[config.mk]
export PLATFORM = sky130hd
export DESIGN_NAME = apb_host_bridge
export DESIGN_NICKNAME = d
export VERILOG_FILES = /design/src/rtl/apb_pkg.sv /design/src/rtl/apb_host_bridge.sv
export SDC_FILE = /design/constraint.sdc
export NUM_CORES = 1
export LEC_CHECK = 0
export ABC_CLOCK_PERIOD_IN_PS = 4700
export BUFFER_PORTS_ARGS = -buffer_cell sky130_fd_sc_hd__buf_2
export CELL_PAD_IN_SITES_DETAIL_PLACEMENT = 1
export CELL_PAD_IN_SITES_GLOBAL_PLACEMENT = 1
export CORE_MARGIN = 10
export CORE_UTILIZATION = 38
export CTS_CLUSTER_DIAMETER = 30
export CTS_CLUSTER_SIZE = 24
export DETAILED_ROUTE_END_ITERATION = 8
export HOLD_SLACK_MARGIN = 0.15
export PLACE_DENSITY_LB_ADDON = 0.1
export SYNTH_ARGS = -nofsm -noshare
export SYNTH_HDL_FRONTEND = slang
export SYNTH_SLANG_ARGS = --single-unit
[constraint.sdc]
create_clock -name clk_i -period 4.7 [get_ports clk_i]
set_input_delay 0.235 -clock clk_i [delete_from_list [all_inputs] [get_ports clk_i]]
set_output_delay 0.235 -clock clk_i [all_outputs]
set_load 0.05 [all_outputs]
[src/rtl/apb_pkg.sv]
// Shared types for the APB host bridge: FSM states, captured request and response.
package apb_pkg;

    localparam int APB_PADDR_W = 12;
    localparam int APB_DATA_W  = 32;

    typedef enum logic [1:0] {IDLE, SETUP, ACCESS, RESP} apb_state_e;

    typedef struct packed {
        logic                   we;
        logic [APB_PADDR_W-1:0] addr;
        logic [APB_DATA_W-1:0]  wdata;
    } apb_req_t;

    typedef struct packed {
        logic [APB_DATA_W-1:0] rdata;
        logic                  err;
    } apb_rsp_t;

    // A request is rejected locally when misaligned or outside the APB address window.
    function automatic logic is_local_err(input logic [31:0] addr, input int paddr_w);
        return (addr[1:0] != 2'b00) || ((addr >> paddr_w) != 32'd0);
    endfunction

endpackage

[src/rtl/apb_host_bridge.sv]
// Single-outstanding host request/response port to APB3 master.
// Optional ACCESS-phase timeout is enabled by defining APB_TIMEOUT_EN.
module apb_host_bridge
    import apb_pkg::*;
#(
    parameter int PADDR_W        = APB_PADDR_W,
    parameter int DATA_W         = APB_DATA_W,
    parameter int TIMEOUT_CYCLES = 255
) (
    input  logic               clk_i,
    input  logic               rst_ni,
    input  logic               req_valid_i,
    output logic               req_ready_o,
    input  logic               req_we_i,
    input  logic [31:0]        req_addr_i,
    input  logic [DATA_W-1:0]  req_wdata_i,
    output logic               rsp_valid_o,
    input  logic               rsp_ready_i,
    output logic [DATA_W-1:0]  rsp_rdata_o,
    output logic               rsp_err_o,
    output logic [PADDR_W-1:0] paddr_o,
    output logic               psel_o,
    output logic               penable_o,
    output logic               pwrite_o,
    output logic [DATA_W-1:0]  pwdata_o,
    input  logic [DATA_W-1:0]  prdata_i,
    input  logic               pready_i,
    input  logic               pslverr_i
);

    apb_state_e state_q, state_d;
    apb_req_t   req_q, req_d;
    apb_rsp_t   rsp_q, rsp_d;
    logic       ready_q;

`ifdef APB_TIMEOUT_EN
    localparam int CNT_RAW = $clog2(TIMEOUT_CYCLES + 1);
    localparam int CNT_W   = (CNT_RAW > 8) ? CNT_RAW : 8;
    localparam logic [CNT_W-1:0] CNT_LAST = CNT_W'(TIMEOUT_CYCLES - 1);
    logic [CNT_W-1:0] cnt_q, cnt_d;
`else
    logic [31:0] unused_timeout;
    assign unused_timeout = 32'(TIMEOUT_CYCLES);
`endif

    always_comb begin
        state_d = state_q;
        req_d   = req_q;
        rsp_d   = rsp_q;
`ifdef APB_TIMEOUT_EN
        cnt_d   = cnt_q;
`endif
        unique case (state_q)
            IDLE: begin
                if (req_valid_i && ready_q) begin
                    req_d.we    = req_we_i;
                    req_d.addr  = req_addr_i[PADDR_W-1:0];
                    req_d.wdata = req_wdata_i;
                    if (is_local_err(req_addr_i, PADDR_W)) begin
                        rsp_d.rdata = '0;
                        rsp_d.err   = 1'b1;
                        state_d     = RESP;
                    end else begin
                        state_d = SETUP;
`ifdef APB_TIMEOUT_EN
                        cnt_d   = '0;
`endif
                    end
                end
            end
            SETUP: state_d = ACCESS;
            ACCESS: begin
                // Read data is only returned for successful reads.
                if (pready_i) begin
                    rsp_d.err   = pslverr_i;
                    rsp_d.rdata = (req_q.we || pslverr_i) ? '0 : prdata_i;
                    state_d     = RESP;
                end
`ifdef APB_TIMEOUT_EN
                else if (cnt_q == CNT_LAST) begin
                    rsp_d.err   = 1'b1;
                    rsp_d.rdata = '0;
                    state_d     = RESP;
                end else begin
                    cnt_d = cnt_q + 1'b1;
                end
`endif
            end
            RESP: begin
                if (rsp_ready_i) begin
                    state_d = IDLE;
                end
            end
            default: state_d = IDLE;
        endcase
    end

    // Ready is registered so that every output reads 0 while reset is asserted.
    always_ff @(posedge clk_i or negedge rst_ni) begin
        if (!rst_ni) begin
            state_q <= IDLE;
            req_q   <= '0;
            rsp_q   <= '0;
            ready_q <= 1'b0;
`ifdef APB_TIMEOUT_EN
            cnt_q   <= '0;
`endif
        end else begin
            state_q <= state_d;
            req_q   <= req_d;
            rsp_q   <= rsp_d;
            ready_q <= (state_d == IDLE);
`ifdef APB_TIMEOUT_EN
            cnt_q   <= cnt_d;
`endif
        end
    end

    assign req_ready_o = ready_q;
    assign psel_o      = (state_q == SETUP) || (state_q == ACCESS);
    assign penable_o   = (state_q == ACCESS);
    assign rsp_valid_o = (state_q == RESP);
    assign rsp_rdata_o = rsp_q.rdata;
    assign rsp_err_o   = rsp_q.err;
    assign paddr_o     = req_q.addr;
    assign pwrite_o    = req_q.we;
    assign pwdata_o    = req_q.wdata;

endmodule

==> run_results.csv <==
group,metric,value,unit
clocking,clkSinkCount,81,
routing,routedWlPerCell,20.05,um
placement,dp_cells,621,
sta,hold-worst-slack,0.2344,ns
job,drv_cap,0,
clocking,clock_latency,0.36,ns
floorplanning,die_width,121.3,um
floorplanning,fp.dieArea,14720,um^2
clocking,cts_max_level,3,
yosys,ys_warn_count,0,
min_path,min_to,"state_q[1]",
grt,grt.total_usage,0.1915,
power_and_ir_drop,power_density,784.1,nW/um^2
power_and_ir_drop,p_seq_frac,0.281,
grt,grt_max_degree,59,
sta,fin_worst_skew,0.01118,ns
yosys,synth-simple-area-share,0.07246,
critical_path,critPathMaxStageDelay,0.93,ns
sta,finalCriticalPeriod,2.716,ns
min_path,min-delay-start,"req_valid_i",
yosys,yosys_register_bits,81,
critical_path,crit_slowest_cell,"nand3_2",
critical_path,crit_type,"register to register",
floorplanning,num_rows,36,
routing,viasPerCell,5.001,
grt,grt_overflow,0,
critical_path,cp.arrival,2.95,ns
power_and_ir_drop,ir_drop,536.0,uV
cells_and_area,area_growth,50.91,%
sta,drv_slew,0,
critical_path,critPathTopFamily,"simple AND/OR/NAND/NOR gates",
grt,grt_pass1_vias,4078,
clocking,root_buffer,"clkbuf_8",
routing,first_iter_violations,265,
cells_and_area,layout-drive-gt1-share,0.4467,
critical_path,r2r_cells,4,
critical_path,critical_path.startpoint_type,"register",
floorplanning,initial_core_util,0.3938,
yosys,syn_avg_cell_area,12.27,um^2
min_path,hold_path_depth,3,
yosys,synth_cell_types,33,
power_and_ir_drop,total_power,4618,uW
yosys,syn-num-nets,426,
power_and_ir_drop,swShare,0.5374,
clocking,clock_path_buffers,2,
sta,grt_setup_unrepaired,"false",
power_and_ir_drop,power.switching,2482,uW
clocking,post_cts_resized,0,
critical_path,rrSetupSlack,1.98,ns
placement,dp_hpwl,9.442,mm
critical_path,crit_fanout,45,
power_and_ir_drop,clkPwrFrac,0.116,
clocking,clk_pin_slew,0.08,ns
power_and_ir_drop,p_int,2136,uW
critical_path,cp-end-kind,"register",
clocking,cts_tree,"done",
grt,grt_pass1_wl,22.27,mm
sta,slew_headroom,0.2281,
routing,drt_pass1_iterations,4,
sta,fmax,368.2,MHz
routing,drt-total-wl,14.36,mm
yosys,seq_area_frac_synth,0.5194,
floorplanning,die_y,121.3,um
clocking,cts_buffers,9,
floorplanning,io-pin-count,185,
grt,antenna_found_initial,3,
cells_and_area,fin_cells,716,
yosys,netlist_instances,318,
yosys,synth-adder-area-share,0.01603,
critical_path,required,4.93,ns
cells_and_area,num-nets-final,685,
floorplanning,core-area,9910,um^2
critical_path,r2r_start,"state_q[0]",
routing,vias,3581,
sta,fin_tns_setup,0,ns
yosys,synth_top_family_by_area,"multiplexers",
placement,routabilityCongestion,0.7563,
critical_path,crit_buf_inv,1,
sta,hold_viol_final,0,
critical_path,r2r-end,"pwdata_o[24]",
sta,setup-violations-final,0,
critical_path,crit_chain,"inv_1 > ha_1 > nand3_2 > mux2_2",
outcome,status,"completed",
power_and_ir_drop,p_leak,0.002890,uW
yosys,synthXorXnorAreaFrac,0,
yosys,synth.area.mux_share,0.2171,
min_path,min_path_type,"primary input to register",
power_and_ir_drop,pwr-share-comb,0.604,
routing,drc_errors,0,
yosys,synth_area,3902,um^2
routing,ant_nets,0,
sta,worstMarginPinSlew,1.157,ns
placement,io_buffers,184,
sta,fin_crit_sh,0.5778,
yosys,synth_compound_area_frac,0.1042,
==> state kept, by name (all words and copies together) (netlist names) <==
name         flops
paddr_o         12
rsp_rdata_o     32
req_ready_o      1
rsp_err_o        1
pwrite_o         1
state_q          2
pwdata_o        32
==> cell type report <==
type	instances	area [um^2]
antenna	1	2.502
clock buffer	12	155.1
clock inverter	4	48.80
fill	1091	4020
inverter	36	135.1
multi-input combinational	183	1620
sequential	81	2027
tap	133	166.4
timing repair buffer	266	1734
==> metal layers <==
layer,vias to the layer above,global-route usage,part of all wire
li1,1651,-,-
met4,2,0.06110,0.014
met2,109,0.3542,0.54
met5,-,0,0.00091
met3,17,0.06561,0.067
met1,1802,0.1972,0.38
==> through the flow <==
stage          cell area, um^2  setup WS, ns    util
2_1_floorplan             3902         2.425       -
3_5_place_dp              4902         1.982  0.4947
5_1_grt                   5889         1.781  0.5943
3_3_place_gp              4902         2.074  0.4947
6_report                  5889         1.984  0.5943
4_1_cts                   5887         1.982  0.5941
==> kinds of logic (layout without fill, tap and decap cells) <==
logic type	Yosys count	after routing
buffers and inverters	54	318
DFF	81	81
other	0	1
and+or+nand+nor	55	55
muxes	79	79
AOI/OAI and AO/OA	44	44
adders and majority gates	5	5
==> synth_stat cells <==
| master | count | area, um^2 |
|---|---|---|
| o21ai_0 | 3 | 15.01 |
| nand2_1 | 34 | 127.6 |
| and2_1 | 1 | 6.260 |
| buf_2 | 8 | 40.04 |
| mux2i_1 | 34 | 340.3 |
| a21oi_2 | 1 | 8.760 |
| a221o_1 | 30 | 300.3 |
| a221o_2 | 2 | 22.52 |
| a21oi_1 | 2 | 10.01 |
| and3_1 | 1 | 6.260 |
| nor2_1 | 4 | 15.01 |
| and3b_1 | 1 | 8.760 |
| mux2_2 | 45 | 506.7 |
| nand2_2 | 1 | 6.260 |
| nand4_1 | 2 | 12.51 |
| dfrtp_1 | 81 | 2027 |
| nand3_1 | 1 | 5.000 |
| nor3_1 | 1 | 5.000 |
| and2b_2 | 1 | 8.760 |
| ha_1 | 5 | 62.56 |
| a22oi_1 | 1 | 7.510 |
| buf_4 | 3 | 22.52 |
| o2111ai_1 | 1 | 8.760 |
| inv_1 | 36 | 135.1 |
| o211ai_1 | 2 | 15.01 |
| nor4b_2 | 1 | 15.01 |
| o2111a_2 | 1 | 12.51 |
| nor4_2 | 3 | 37.54 |
| nand2b_1 | 1 | 6.260 |
| and4_2 | 1 | 10.01 |
| o22ai_1 | 1 | 6.260 |
| nor4_1 | 2 | 12.51 |
| buf_6 | 7 | 78.83 |
==> placed cells by master (no fill, tap or decap), types with 2 or more instances in the layout <==
master         instances
nor2_1                 4
a221o_1               30
clkbuf_8              11
inv_1                 36
mux2i_1               34
nor4_1                 2
nor4_2                 3
a221o_2                2
dfrtp_1               81
dlygate4sd3_1         78
o21ai_0                3
mux2_2                45
o211ai_1               2
nand4_1                2
buf_2                183
a21oi_1                2
clkinv_2               2
buf_4                  5
nand2_1               34
ha_1                   5
==> worst max path at each step <==
stage	from	cells past startpoint	end	slack, ns
after floorplan	state_q[0]	8	rsp_rdata_o[10]	2.42
after global placement	state_q[0]	4	pwdata_o[6]	2.07
after detailed placement	state_q[0]	4	pwdata_o[19]	1.98
after CTS	state_q[0]	4	pwdata_o[19]	1.98
after global routing	state_q[0]	4	pwdata_o[24]	1.78
final	state_q[0]	4	pwdata_o[24]	1.98
==> power by group through the flow <==
stage / Clock (uW) / Combinational (uW) / Sequential [uW]
finish: 534 / 2790 / 1300
global route: 584 / 2940 / 1340
CTS: 551 / 2800 / 1280
detailed placement: 0 / 2740 / 1290
global placement: 0 / 2690 / 1260
floorplan: 0 / 890 / 2470
==> worst register-to-register path: cells and delay by family (launching register included) <==
kind,cells,cell delay [ns]
adders and majority gates,1,0.40
muxes,1,0.68
DFF,1,0.43
buffers and inverters,1,0.15
and+or+nand+nor,1,0.93
==> what timing repair did <==
| action | CTS | global route |
|---|---|---|
| hold buffers | 78 | 0 |
| hold endpoints to repair | 100 | 0 |
| setup buffers | 0 | 0 |
| setup endpoints to repair | 0 | 0 |
Note: power is estimated with default switching activity, not from simulation.
